`src/rtl/fetch_pkg.sv`:
```
// Shared types and constants for the instruction-fetch controller.
package fetch_pkg;

  typedef enum logic [2:0] {IDLE, RUN, DRAIN, HALT, FAULT} fetch_state_t;

  localparam logic [31:0] HALT_INST  = 32'h0000_0000;
  localparam int          INST_BYTES = 4;

  typedef struct packed {
    logic [31:0] pc;
    logic [31:0] inst;
  } fetch_entry_t;

endpackage

```
`src/rtl/fetch_fifo2.sv`:
```
// Two-entry {pc, inst} buffer; the head register drives the outputs directly.
// Accepts a push while full when the head is popped in the same cycle; flush empties it in one edge.
module fetch_fifo2
  import fetch_pkg::*;
(
  input  logic         clk,
  input  logic         rst,
  input  logic         flush_i,
  input  logic         in_vld_i,
  input  fetch_entry_t in_dat_i,
  output logic         in_rdy_o,
  output logic         out_vld_o,
  input  logic         out_rdy_i,
  output fetch_entry_t out_dat_o,
  output logic [1:0]   count_o
);

  logic [1:0]   count_q, count_d;
  fetch_entry_t head_q, head_d;
  fetch_entry_t tail_q, tail_d;
  logic         enq, deq;

  assign out_vld_o = (count_q != 2'd0);
  assign out_dat_o = head_q;
  assign count_o   = count_q;
  assign in_rdy_o  = (count_q != 2'd2) || out_rdy_i;
  assign deq       = out_vld_o && out_rdy_i;
  assign enq       = in_vld_i && in_rdy_o;

  always_comb begin
    count_d = count_q;
    head_d  = head_q;
    tail_d  = tail_q;
    if (flush_i) begin
      count_d = 2'd0;
    end else begin
      case ({enq, deq})
        2'b11: begin
          // Pop and push together: tail slides forward when two entries were held.
          if (count_q == 2'd2) begin
            head_d = tail_q;
            tail_d = in_dat_i;
          end else begin
            head_d = in_dat_i;
          end
        end
        2'b01: begin
          head_d  = tail_q;
          count_d = count_q - 2'd1;
        end
        2'b10: begin
          if (count_q == 2'd0) head_d = in_dat_i;
          else                 tail_d = in_dat_i;
          count_d = count_q + 2'd1;
        end
        default: ;
      endcase
    end
  end

  always_ff @(posedge clk or posedge rst) begin
    if (rst) begin
      count_q <= 2'd0;
      head_q  <= '0;
      tail_q  <= '0;
    end else begin
      count_q <= count_d;
      head_q  <= head_d;
      tail_q  <= tail_d;
    end
  end

endmodule

```
`src/rtl/fetch_ctrl.sv`:
```
// Instruction-fetch controller: owns the PC, reads imem combinationally and queues {pc, inst} for decode.
// Handles redirect/flush, stops at the all-zero word and faults on misaligned or out-of-range PCs.
module fetch_ctrl
  import fetch_pkg::*;
#(
  parameter logic [31:0] RESET_PC   = 32'h0000_0000,
  parameter int          IMEM_WORDS = 256
) (
  input  logic        clk,
  input  logic        reset,
  input  logic        start,
  output logic [31:0] imem_addr,
  input  logic [31:0] imem_inst,
  input  logic        redirect_valid,
  input  logic [31:0] redirect_pc,
  output logic        out_valid,
  input  logic        out_ready,
  output logic [31:0] out_inst,
  output logic [31:0] out_pc,
  output logic        halted,
  output logic        fault
);

  localparam logic [31:0] PC_LIMIT = 32'(IMEM_WORDS * INST_BYTES);

  fetch_state_t state_q;
  logic [31:0]  pc_q;
  logic         halted_q, fault_q;

  logic         active, redir, redir_bad, start_ok, in_range;
  logic         fetch_en, is_halt, fifo_enq, flush, drain_done;
  logic         fifo_in_rdy;
  logic [1:0]   fifo_count;
  fetch_entry_t fifo_in, fifo_out;

  assign active     = (state_q == RUN) || (state_q == DRAIN);
  assign redir      = redirect_valid && active;
  assign redir_bad  = redir && (redirect_pc[1:0] != 2'b00);
  assign start_ok   = start && !active;
  assign in_range   = pc_q < PC_LIMIT;
  // Redirect outranks fetch, so a word read in a redirect cycle is dropped.
  assign fetch_en   = (state_q == RUN) && fifo_in_rdy && !redir && in_range;
  assign is_halt    = (imem_inst == HALT_INST);
  assign fifo_enq   = fetch_en && !is_halt;
  assign flush      = start_ok || redir;
  assign drain_done = (fifo_count == 2'd0) ||
                      ((fifo_count == 2'd1) && out_valid && out_ready);
  assign fifo_in    = '{pc: pc_q, inst: imem_inst};

  assign imem_addr  = pc_q;
  assign out_pc     = fifo_out.pc;
  assign out_inst   = fifo_out.inst;
  assign halted     = halted_q;
  assign fault      = fault_q;

  always_ff @(posedge clk or posedge reset) begin
    if (reset) begin
      state_q  <= IDLE;
      pc_q     <= RESET_PC;
      halted_q <= 1'b0;
      fault_q  <= 1'b0;
    end else if (start_ok) begin
      state_q  <= RUN;
      pc_q     <= RESET_PC;
      halted_q <= 1'b0;
      fault_q  <= 1'b0;
    end else if (redir_bad) begin
      state_q  <= FAULT;
      halted_q <= 1'b1;
      fault_q  <= 1'b1;
    end else if (redir) begin
      state_q  <= RUN;
      pc_q     <= redirect_pc;
    end else begin
      case (state_q)
        RUN: begin
          if (!in_range) begin
            state_q  <= FAULT;
            halted_q <= 1'b1;
            fault_q  <= 1'b1;
          end else if (fetch_en) begin
            // A zero word may be on a wrong path; DRAIN keeps listening for redirects.
            if (is_halt) state_q <= DRAIN;
            else         pc_q    <= pc_q + 32'(INST_BYTES);
          end
        end
        DRAIN: begin
          if (drain_done) begin
            state_q  <= HALT;
            halted_q <= 1'b1;
          end
        end
        default: ;
      endcase
    end
  end

  fetch_fifo2 u_fifo (
    .clk       (clk),
    .rst       (reset),
    .flush_i   (flush),
    .in_vld_i  (fifo_enq),
    .in_dat_i  (fifo_in),
    .in_rdy_o  (fifo_in_rdy),
    .out_vld_o (out_valid),
    .out_rdy_i (out_ready),
    .out_dat_o (fifo_out),
    .count_o   (fifo_count)
  );

endmodule

```
`config.mk`:
```
export PLATFORM = sky130hd
export DESIGN_NAME = fetch_ctrl
export DESIGN_NICKNAME = d
export VERILOG_FILES = /design/src/rtl/fetch_pkg.sv /design/src/rtl/fetch_fifo2.sv /design/src/rtl/fetch_ctrl.sv
export SDC_FILE = /design/constraint.sdc
export NUM_CORES = 1
export LEC_CHECK = 0
export ABC_AREA = 1
export BUFFER_PORTS_ARGS = -buffer_cell sky130_fd_sc_hd__buf_4
export CORE_MARGIN = 8
export CORE_UTILIZATION = 35
export CTS_CLUSTER_DIAMETER = 200
export DETAILED_ROUTE_END_ITERATION = 10
export GPL_TIMING_DRIVEN = 1
export REMOVE_ABC_BUFFERS = 1
export SYNTH_ARGS = -nofsm -noshare
export SYNTH_HDL_FRONTEND = slang
export SYNTH_SLANG_ARGS = --single-unit
```
`constraint.sdc`:
```
create_clock -name clk -period 8.7 [get_ports clk]
set_clock_uncertainty 0.15 [all_clocks]
set_input_delay 0.87 -clock clk [delete_from_list [all_inputs] [get_ports clk]]
set_output_delay 0.87 -clock clk [all_outputs]
set_load 0.005 [all_outputs]
```
**Word-level counts from Yosys, hierarchy flattened**

Index checks and enable logic that the tools add are counted.

- Register bits after elaboration: 167
- Bits of input ports: 69
- Output and inout bits: 99
- Logic and storage cells: 104

- Add/sub/neg operators: 3
- $lt $le $gt $ge: 1
- Equality and inequality tests: 20
- Mux-type cells: 33
- Bitwise logic cells: 1
- Reduce and logical (&&, ||, !) cells: 37

Operators by type and width:

| operator | number |
|---|---|
| $mux 64 | 4 |
| $mux 32 | 7 |
| $pmux 64 s3 | 1 |
| $pmux 64 s2 | 1 |
| $add 32x3->32 const B | 1 |
| $logic_not 32->1 | 1 |
| $lt 32x11->1 const B | 1 |
| $mux 3 | 7 |
| $reduce_bool 3->1 | 6 |
| $ne 6x6->1 const B | 2 |
| $reduce_and 4->1 | 3 |
| $logic_and 1x1->1 | 11 |
| $mux 1 | 9 |
| $ne 4x4->1 const B | 2 |
| $eq 2x2->1 const B | 3 |
| $ne 2x2->1 const B | 3 |
| $ne 3x3->1 const B | 2 |
| $pmux 3 s2 | 1 |
| $reduce_and 3->1 | 2 |
| $reduce_bool 2->1 | 3 |
| $ne 5x5->1 const B | 1 |
| $reduce_and 5->1 | 1 |
| $reduce_bool 5->1 | 1 |
| $eq 2x1->1 const B | 2 |
| other kinds (14) | 20 |

**Depth between registers and ports, before layout**

Gate-level depths: netlist of run 1.

- Depth in word-level cells: 12
- Depth in mapped cells: 16
- Mapped depth without buffers: 14

**By module**

Synthesis of run 1 repeated with hierarchy kept, for this count alone.

- Cell total of the unflattened synthesis: 1735
- Area, all modules: 10926.7 um^2

Modules (own cells, without submodules):

| module | instances | cells an instance | area each (um^2) | sequential area each (um^2) |
|---|---|---|---|---|
| fetch_fifo2 | 1 | 1207 | 7781.2 | 3253.1 |
| fetch_ctrl | 1 | 528 | 3145.5 | 925.9 |

**Least setup slack after synthesis of run 1**

OpenSTA, ideal clock, no wires.

- Path kind: input to register
- From: input imem_inst[2]
- To: register u_fifo.head_q (netlist bit u_fifo.out_dat_o[10])
- Library setup time: 66 ps
- Arrival time: 2667 ps
- Data required time: 8484 ps
- Path slack: 5817 ps
- Stages on the path: 15
- Buffers on the path: 2
- Path through: inv_1 > nand2_1 > nor2_1 > nand2_1 > nor2_1 > nand2_1 > nand3_2 > inv_1 > ha_1 > clkbuf_1 > buf_1 > a21oi_1 > a32oi_1 > nand4_1 > nand2_1

- Longest elaborated chain between the ends: 7
- Elaborated cells between the ends (all ways): 11
- Classes of those cells: eq/ne: 4; mux: 1; reduce/logical: 6

Ends and longest elaborated chain:

| element | line | text |
|---|---|---|
| from (decl) | fetch_ctrl.sv:13 | `input logic [31:0] imem_inst,` |
| $logic_not 32->1 (*) | fetch_ctrl.sv:43 | `assign is_halt = (imem_inst == HALT_INST);` |
| $logic_not 1->1 (*) | fetch_ctrl.sv:44 | `assign fifo_enq = fetch_en && !is_halt;` |
| $logic_and 1x1->1 (*) | fetch_ctrl.sv:44 |  |
| $logic_and 1x1->1 (*) | fetch_fifo2.sv:28 | `assign enq = in_vld_i && in_rdy_o;` |
| $eq 2x2->1 / $eq 2x1->1 (equally long branches) | fetch_fifo2.sv:37 | `case ({enq, deq})` |
| $ne 2x2->1 (no source line) / $reduce_bool 3->1 (equally long branches) | - |  |
| $reduce_and 3->1 (no source line) | - |  |
| to (signal assigned) | fetch_fifo2.sv:64 | `head_q <= '0;` |
| to (signal assigned) | fetch_fifo2.sv:68 | `head_q <= head_d;` |
| to (decl) | fetch_fifo2.sv:19 | `fetch_entry_t head_q, head_d;` |

Every way passes the cells marked *; elsewhere a longest branch is shown, timed or not.
A chain may end at the register's enable or synchronous reset.

**Final worst setup path of run 1**

- From: input imem_inst[9]
- To: register u_fifo.tail_q[47] in the netlist's numbering

- Longest elaborated chain between the ends: 7
- Elaborated cells between the ends (all ways): 11
- Classes of those cells: eq/ne: 4; mux: 1; reduce/logical: 6

Ends and longest elaborated chain:

| element | line | text |
|---|---|---|
| $logic_not 32->1 (*) | fetch_ctrl.sv:43 |  |
| $logic_not 1->1 (*) | fetch_ctrl.sv:44 |  |
| $logic_and 1x1->1 (*) | fetch_ctrl.sv:44 |  |
| $logic_and 1x1->1 (*) | fetch_fifo2.sv:28 |  |
| $eq 2x2->1 | fetch_fifo2.sv:37 |  |
| $ne 2x1->1 (no source line) (tied with other cells) | - |  |
| $reduce_and 4->1 (no source line) | - |  |
| to (signal assigned) | fetch_fifo2.sv:69 | `tail_q <= tail_d;` |
| to (decl) | fetch_fifo2.sv:20 | `fetch_entry_t tail_q, tail_d;` |

Marked as above.

==> impl_metrics.env, run 1 <==
export IMPL_worst_pin_slew_ps=1030
export IMPL_area_growth_pct=17.5
export IMPL_core_area_sq_um=28500
export IMPL_dr_pass1_iters=5
export IMPL_grt_use_total=0.188
export IMPL_antenna_found_initial=0
export IMPL_intPower_mw=2.15
export IMPL_synth_simple_gate_area_frac=0.311
export IMPL_synth_top_cells_by_area="dfrtp_1 42%, nand2_1 19%, a32oi_1 5.6%"
export IMPL_wl_met3_um=2000
export IMPL_overflow=0
export IMPL_clockRootBuffer="clkbuf_16"
export IMPL_cts_resized=0
export IMPL_path_clk_slew_ps=70
export IMPL_clockPowerShare=0.192
export IMPL_ios=168
export IMPL_rows=62
export IMPL_ir_worst_vdd_v=0.000160
export IMPL_syn_inst=1345
export IMPL_insertion_delay_ps=430
export IMPL_rsz0062_at_grt="no"
export IMPL_drt_initial_drc_count=716
export IMPL_vias=9465
export IMPL_ys_flop_type="dfrtp_1"
export IMPL_layout_drive_gt1_share=0.185
export IMPL_arrival_ps=4120
export IMPL_critPathRequiredTime_ps=8890
export IMPL_dpl_hpwl_um=19800
export IMPL_die_width_um=185
export IMPL_grt_pass1_wl_um=51200
export IMPL_worstSetupPathType="primary input to register"
export IMPL_fin_tns_setup_ps=0
export IMPL_yosysSeqAreaShare=0.417
export IMPL_drc_errors=0
export IMPL_cts_buffer_depth=2
export IMPL_synth_top_family_by_area="simple AND/OR/NAND/NOR gates"
export IMPL_gp_congestion=0.803
export IMPL_status="finished, final reports clean"
export IMPL_ys_warn_count=0
export IMPL_clkSinkCount=167
export IMPL_relSlewSlack=0.315
export IMPL_synth_compound_area_frac=0.155
export IMPL_p_leak_nw=5.36
export IMPL_yosys_area_share_adder=0.00874
export IMPL_timing_hold_ws_ps=320
export IMPL_pwr_share_seq=0.339
export IMPL_synth_top_area_cell="dfrtp_1"
export IMPL_setup_viol=0
export IMPL_p_sw_frac=0.451
export IMPL_initial_core_util=0.352
export IMPL_synth_common_cells="518 x nand2_1, 167 x dfrtp_1, 87 x inv_1"
export IMPL_wl_met2_um=14700
export IMPL_synth_area_per_cell_sq_um=7.45
export IMPL_routed_top_layer="met4"
export IMPL_grt_pass1_vias=9332
export IMPL_cp_start_kind="primary input"
export IMPL_pwr_share_comb=0.469
export IMPL_dieArea_sq_um=34300
export IMPL_synth_edf_count=0
export IMPL_yosysMostFrequentCell="nand2_1"
export IMPL_met1_length_um=14600
export IMPL_die_h_um=185
export IMPL_yosys_mux_area_fraction=0
export IMPL_fillers=2962
export IMPL_holdBufCountCts=0
export IMPL_synth_top_cell_area_share=0.417
export IMPL_min_period_over_period=0.451
export IMPL_synth_xor_area_frac=0.00437
export IMPL_drv_slew=0
export IMPL_worst_setup_path_end_kind="register"
export IMPL_hold_viol=0
export IMPL_post_cts_buffers=0
export IMPL_power_density_nw_per_um2=333
export IMPL_vias_per_cell=5.16
export IMPL_diodes=0
export IMPL_ant_nets=0
export IMPL_async_reset_ff_frac=1.00
export IMPL_cts_made_buffers=17
export IMPL_fin_crit_ps=3930
export IMPL_synth_seq_cells=167
export IMPL_critPathMaxFanout=62
export IMPL_layout_nets=1514
export IMPL_wirelength_um=31700
export IMPL_fmax_ghz=0.255
export IMPL_syn_cell_area_sq_um=10000
export IMPL_power_switching_mw=1.77
export IMPL_cap_violations=0
export IMPL_portBuffers=167
export IMPL_hp_class="register to register"
export IMPL_grt_max_degree=92
export IMPL_synth_cell_types=37
export IMPL_cts_max_level=4
export IMPL_wire_per_inst_um=17.3
export IMPL_tritoncts="yes"
path summary, 6_finish.rpt:
kind / cells after the start / slack (ps) / startpoint / end
setup / recovery: 15 / 4770 / imem_inst[9] / u_fifo.tail_q[47]
hold / removal: 2 / 320 / u_fifo.out_dat_o[11] / u_fifo.out_dat_o[11]
setup reg to reg: 14 / 4810 / state_q[1] / u_fifo.tail_q[47]
hold reg to reg: 2 / 320 / u_fifo.out_dat_o[11] / u_fifo.out_dat_o[11]
max in group asynchronous: 3 / 6320 / reset / u_fifo.out_dat_o[42]
min in group asynchronous: 2 / 490 / reset / u_fifo.out_dat_o[47]
layout by cell type, fill, tap and decap left out, types with 3 or more instances in the layout:
cell	instances
nand2_4	5
buf_4	178
nand4_1	74
o21ai_1	58
clkinvlp_4	7
inv_6	4
xor2_1	4
ha_2	3
a21oi_1	72
nor2_2	4
o21ai_0	22
nand3_2	7
inv_1	85
nand2_1	517
nand3_1	43
clkbuf_16	17
dfrtp_1	167
o21ai_2	23
nor2_1	65
inv_2	6
a32oi_1	64
ha_1	3
power by group through the flow:
stage          Combinational, mW  Clock [mW]  Sequential [mW]
2_1_floorplan               1.14           0             1.29
3_3_place_gp                1.83           0             1.33
3_5_place_dp                1.85           0             1.34
4_1_cts                     1.86       0.774             1.33
5_1_grt                     2.07       0.803             1.37
6_report                    1.84       0.750             1.33
through the flow:
stage               worst slack, ps  power [mW]  instance area [sq um]  instances  utilization
finish                         4770        3.92                  11800       1835        0.413
global placement               4450        3.16                  11200       1803        0.393
floorplan                      1210        2.43                   9340       1241            -
detailed placement             4370        3.19                  11200       1803        0.393
global route                   4440        4.25                  11800       1835        0.413
CTS                            4810        3.96                  11800       1835        0.413
layer usage:
layer	global-route usage	vias up
met3	0.0357	31
met5	0	-
met1	0.254	4477
li1	-	4671
met2	0.305	286
met4	0.0467	0
critical path, cell delays in order:
cell	delay [ps]
buf_4	130
nor2_1	140
nand4_1	140
nor2_1	360
nand2_1	150
nand3_2	150
inv_1	90
ha_2	220
nor2_1	90
a21oi_1	80
o211ai_4	200
buf_4	560
buf_4	620
nand2_1	130
o21ai_1	100
sequential cells by signal, summed over array words and instances (netlist names):
register and flops:
imem_addr 32, u_fifo.tail_q 64, halted 1, fault 1
u_fifo.out_dat_o 64, u_fifo.count_o 2, state_q 3
cell families (layout without fill, tap and decap cells):
| group | Yosys count | in the layout |
|---|---|---|
| adders and majority gates | 7 | 7 |
| and+or+nand+nor | 725 | 725 |
| buffers and inverters | 198 | 304 |
| xor gates and xnor gates | 5 | 5 |
| AOI/OAI and AO/OA | 243 | 243 |
| DFF | 167 | 167 |
final cells by class:
type | count | area, sq um | area share
inverters | 94 | 363 | 0.0308
clock inverters | 12 | 118 | 0.00999
clock buffers | 20 | 457 | 0.0388
multi-input cells | 980 | 4830 | 0.411
well taps | 384 | 480 | 0.0408
flip-flops and latches | 167 | 4180 | 0.355
repair buffers | 178 | 1340 | 0.114
No activity file was read; power rests on OpenSTA's default activity.
==> run 2: changes to the inputs <==
==> constraint.sdc (replaced) <==
create_clock -name clk -period 3.2 [get_ports clk]
set_clock_uncertainty 0.15 [all_clocks]
set_input_delay 0.32 -clock clk [delete_from_list [all_inputs] [get_ports clk]]
set_output_delay 0.32 -clock clk [all_outputs]
set_load 0.005 [all_outputs]
==> run 2 against run 1 <==
- cell area up 4.6%
- power rose to 2.8 times the previous value
- worst hold slack worse by 300 ps
- combinational power rose to 2.9 times the previous value
- largest power group unchanged
- first-iteration DRC count up 25%
- sequential share of layout area down 1.6 points
- sequential power rose to 2.7 times the previous value
- critical path depth down 2
- register-to-register slack worse by 4600 ps
- flip-flop and latch count unchanged
- die area unchanged
- clock power rose to 2.9 times the previous value
==> impl_metrics.env, run 2 (synthesis gave the netlist of run 1 again) <==
export IMPL_cp_start_kind="register"
export IMPL_diodes=0
export IMPL_overflow=0
export IMPL_wirelength_um=32800
export IMPL_fin_tns_setup_ps=0
export IMPL_vias_per_cell=5.24
export IMPL_core_area_sq_um=28500
export IMPL_p_leak_nw=5.64
export IMPL_initial_core_util=0.352
export IMPL_drv_slew=0
export IMPL_power_density_nw_per_um2=902
export IMPL_die_h_um=185
export IMPL_ir_worst_vdd_v=0.000496
export IMPL_ant_nets=0
export IMPL_p_total_mw=11.1
export IMPL_insertion_delay_ps=430
export IMPL_cts_made_buffers=17
export IMPL_grt_use_total=0.191
export IMPL_fin_ws_ps=222
export IMPL_rows=62
export IMPL_relSlewSlack=0.406
export IMPL_layout_nets=1558
export IMPL_drc_errors=0
export IMPL_final_util=0.432
export IMPL_ios=168
export IMPL_hold_viol=0
export IMPL_vias=9843
export IMPL_clkSinkCount=167
export IMPL_fillers=2922
export IMPL_gp_congestion=0.884
export IMPL_final_cell_area_sq_um=12300
export IMPL_rsz0062_at_grt="no"
export IMPL_worst_pin_slew_ps=891
export IMPL_layout_cells_non_filler=1878
export IMPL_antenna_found_initial=0
export IMPL_dpl_hpwl_um=21100
export IMPL_worst_setup_path_end_kind="register"
export IMPL_drt_initial_drc_count=892
export IMPL_portBuffers=167
export IMPL_die_width_um=185
export IMPL_place_inst=1823
export IMPL_wire_per_inst_um=17.5
export IMPL_arrival_ps=3190
export IMPL_clockRootBuffer="clkbuf_16"
export IMPL_grt_pass1_vias=9645
export IMPL_area_growth_pct=22.9
export IMPL_cts_max_level=4
export IMPL_hp_class="primary input to register"
export IMPL_fin_crit_ps=2980
export IMPL_dr_pass1_iters=5
export IMPL_dieArea_sq_um=34300
export IMPL_final_common_cell="nand2_1"
export IMPL_post_place_ws_ps=253
export IMPL_critPathRequiredTime_ps=3410
export IMPL_status="finished, final reports clean"
export IMPL_layout_common_cells="517 x nand2_1, 188 x buf_4, 167 x dfrtp_1"
export IMPL_post_cts_buffers=0
export IMPL_fmax_ghz=0.336
export IMPL_grt_max_degree=75
export IMPL_setup_viol=0
export IMPL_grt_pass1_wl_um=51900
export IMPL_min_period_over_period=0.931
export IMPL_cap_violations=0
export IMPL_layout_drive_gt1_share=0.191
export IMPL_worstSetupPathType="register to register"
export IMPL_timing_hold_ws_ps=21.5
export IMPL_path_clk_slew_ps=70
export IMPL_cts_buffer_depth=2
export IMPL_tritoncts="yes"
export IMPL_critPathMaxFanout=24
export IMPL_placed_area_sq_um=11500
-- run 2: area by class of cell --
class                           instances  area, sq um  share of cell area
Multi-Input combinational cell        980         4830               0.393
Sequential cell                       167         4180               0.339
Timing Repair Buffer                  222         1850               0.150
Tap cell                              384          480              0.0390
Clock buffer                           22          464              0.0377
Inverter                               94          363              0.0295
Clock inverter                          9          140              0.0114
-- run 2: worst max-delay path, stage by stage, from the launching register on --
cell and delay, ps:
dfrtp_1 500, nor2_2 200, nand2_1 70, nor2_1 230
nand3_2 190, nor2_4 150, nand3_2 120, inv_1 130
ha_2 240, buf_4 330, nand2_1 110, a32oi_1 240
nand4_1 130, nand2_1 110
-- run 2: repair_timing --
item,4_1_cts,5_1_grt
gates resized for setup,0,0
hold buffers,24,0
hold endpoints to repair,95,0
-- run 2: power by group --
part,total [mW],switching [mW],internal (mW)
Sequential,3.54,0.632,2.91
Combinational,5.38,3.35,2.03
Clock,2.18,0.902,1.28
-- run 2: per-layer routing --
metal / wire length (um) / vias up / GRT usage
li1: - / 4757 / -
met1: 14800 / 4704 / 0.248
met2: 15600 / 345 / 0.320
met3: 1890 / 37 / 0.0347
met4: 563 / 0 / 0.0528
met5: 0 / - / 0
-- run 2: path summary, 6_finish.rpt --
check | startpoint | end | slack [ps] | cells after the start
setup / recovery | imem_addr[16] | u_fifo.out_dat_o[45] | 220 | 13
setup reg to reg | imem_addr[16] | u_fifo.out_dat_o[45] | 220 | 13
min in group asynchronous | reset | u_fifo.out_dat_o[31] | 410 | 3
max in group asynchronous | reset | u_fifo.tail_q[23] | 1660 | 4
hold / removal | imem_inst[30] | u_fifo.tail_q[30] | 20 | 3
hold reg to reg | u_fifo.out_dat_o[7] | u_fifo.out_dat_o[7] | 320 | 2
==> run 3: changes to the inputs <==
--- a/config.mk
+++ b/config.mk
@@ -8,10 +8,11 @@
 export ABC_AREA = 1
 export BUFFER_PORTS_ARGS = -buffer_cell sky130_fd_sc_hd__buf_4
 export CORE_MARGIN = 8
-export CORE_UTILIZATION = 35
+export CORE_UTILIZATION = 52
 export CTS_CLUSTER_DIAMETER = 200
 export DETAILED_ROUTE_END_ITERATION = 10
 export GPL_TIMING_DRIVEN = 1
+export PLACE_DENSITY = 0.78
 export REMOVE_ABC_BUFFERS = 1
 export SYNTH_ARGS = -nofsm -noshare
 export SYNTH_HDL_FRONTEND = slang
==> run 3 against run 2 <==
- flip-flop and latch count is the same
- count of clock-buffer cells in the layout is 2 lower
- largest power group unchanged
- critical path depth is 2 higher
- global-route usage up 6.3 points
- die area shrank 30%
- non-clock buffer count fell by 8
==> impl_metrics.env, run 3 (synthesis gave the netlist of run 1 again) <==
export IMPL_arrival_ps=3100
export IMPL_wire_per_inst_um=17.5
export IMPL_hold_end="imem_addr[30]"
export IMPL_grt_pass1_vias=9780
export IMPL_worst_setup_path_end_kind="register"
export IMPL_met1_length_um=12500
export IMPL_fin_crit_ps=2910
export IMPL_rr_startpoint="imem_addr[18]"
export IMPL_portBuffers=167
export IMPL_cap_violations=0
export IMPL_relSlewSlack=0.436
export IMPL_cp_start_kind="primary input"
export IMPL_hold_viol=0
export IMPL_core_area_sq_um=18800
export IMPL_timing_rr_end="u_fifo.out_dat_o[55]"
export IMPL_layout_common_cells="517 x nand2_1, 194 x buf_4, 167 x dfrtp_1"
export IMPL_drt_initial_drc_count=897
export IMPL_dpl_hpwl_um=19700
export IMPL_dr_pass1_iters=7
export IMPL_antenna_found_initial=0
export IMPL_vias=10100
export IMPL_wl_met3_um=2550
export IMPL_rsz0062_at_grt="no"
export IMPL_ant_nets=0
export IMPL_area_growth_pct=20.7
export IMPL_tritoncts="yes"
export IMPL_grt_pass1_wl_um=49700
export IMPL_critPathMaxFanout=58
export IMPL_cts_buffer_depth=2
export IMPL_ir_worst_vdd_v=0.000538
export IMPL_drv_slew=0
export IMPL_die_width_um=155
export IMPL_cts_max_level=4
export IMPL_layout_cells_non_filler=1747
export IMPL_min_period_over_period=0.908
export IMPL_power_density_nw_per_um2=928
export IMPL_wirelength_um=30500
export IMPL_worstHoldPathCells=3
export IMPL_place_inst=1701
export IMPL_grt_use_total=0.254
export IMPL_final_common_cell="nand2_1"
export IMPL_routed_top_layer="met4"
export IMPL_clkSinkCount=167
export IMPL_wl_met2_um=14500
export IMPL_hp_class="primary input to register"
export IMPL_layout_drive_gt1_share=0.196
export IMPL_worst_pin_slew_ps=847
export IMPL_p_leak_nw=5.62
export IMPL_dieArea_sq_um=24000
export IMPL_reg2reg_slack_ps=320
export IMPL_rr_worst_depth=13
export IMPL_rows=50
export IMPL_overflow=0
export IMPL_clockRootBuffer="clkbuf_16"
export IMPL_ios=168
export IMPL_status="finished, final reports clean"
export IMPL_gp_congestion=0.892
export IMPL_drc_errors=0
export IMPL_initial_core_util=0.532
export IMPL_cts_made_buffers=17
export IMPL_worstSetupPathType="primary input to register"
export IMPL_timing_hold_ws_ps=11.9
export IMPL_path_clk_slew_ps=60
export IMPL_setup_viol=0
export IMPL_post_cts_buffers=0
export IMPL_vias_per_cell=5.76
export IMPL_layout_nets=1550
export IMPL_insertion_delay_ps=430
export IMPL_fmax_ghz=0.344
export IMPL_diodes=0
export IMPL_grt_max_degree=71
export IMPL_critPathRequiredTime_ps=3390
export IMPL_worstHoldStart="redirect_pc[30]"
export IMPL_die_h_um=155
run 3: changes by cell type in the layout (fill, tap and decap cells not counted), sizes merged:
cell / previous run / this run
buf: 198 / 200
dlygate4sd3: 24 / 14
inv: 98 / 94
clkinv: 0 / 4
bufinv: 3 / 6
clkbuf: 22 / 20
run 3: final cells by class:
cell class / instances / area [sq um]
clock buffers: 20 / 457
clock inverters: 12 / 223
flip-flops and latches: 167 / 4180
fillers: 1660 / 6740
repair buffers: 214 / 1710
inverters: 94 / 363
well taps: 260 / 325
multi-input cells: 980 / 4830
run 3: through the flow:
stage                     power, mW  utilization  setup slack, ps  area (sq um)  setup TNS, ps
after floorplan                6.61            -            -4290          9340        -788710
after global placement         8.62        0.598              379         11300              0
after detailed placement       8.79        0.598              247         11300              0
after CTS                      11.2        0.642              147         12100              0
after global routing           12.0        0.642             79.7         12100              0
final                          11.2        0.642              295         12100              0
run 3: what timing repair did:
action / in CTS / in global routing
endpoints found under the setup margin: 0 / 13
resized for setup: 0 / 1
endpoints found under the hold margin: 76 / 0
hold buffers: 14 / 0
run 3: worst max-delay path: stages:
cell	delay [ps]
dlygate4sd3_1	540
buf_4	140
nor2_1	120
nand4_1	130
nor2_1	280
nand2_1	140
nand3_2	140
inv_1	90
ha_2	200
nor2_1	100
a21oi_1	80
o211ai_4	170
buf_6	400
nand2_1	110
o21ai_1	120
run 3: routing by layer:
metal / vias to the layer above / track usage
met1: 4736 / 0.312
met5: - / 0
met2: 511 / 0.425
li1: 4742 / -
met4: 0 / 0.108
met3: 74 / 0.0549
run 3: how the worst max path moves through the flow:
stage                       from                    to  slack, ps  cells past startpoint
6_report           imem_inst[18]     u_fifo.tail_q[19]        290                     15
5_1_grt            imem_addr[20]  u_fifo.out_dat_o[33]         80                     13
4_1_cts            imem_inst[18]     u_fifo.tail_q[19]        150                     15
3_5_place_dp        imem_inst[9]     u_fifo.tail_q[38]        250                     14
3_3_place_gp        imem_inst[9]     u_fifo.tail_q[48]        380                     14
2_1_floorplan  u_fifo.count_o[0]     u_fifo.tail_q[55]      -4290                     12
run 3: power breakdown:
part / total (mW) / internal [mW] / switching (mW)
registers: 3.55 / 2.91 / 0.644
clock network: 2.39 / 1.51 / 0.881
logic: 5.28 / 1.98 / 3.30
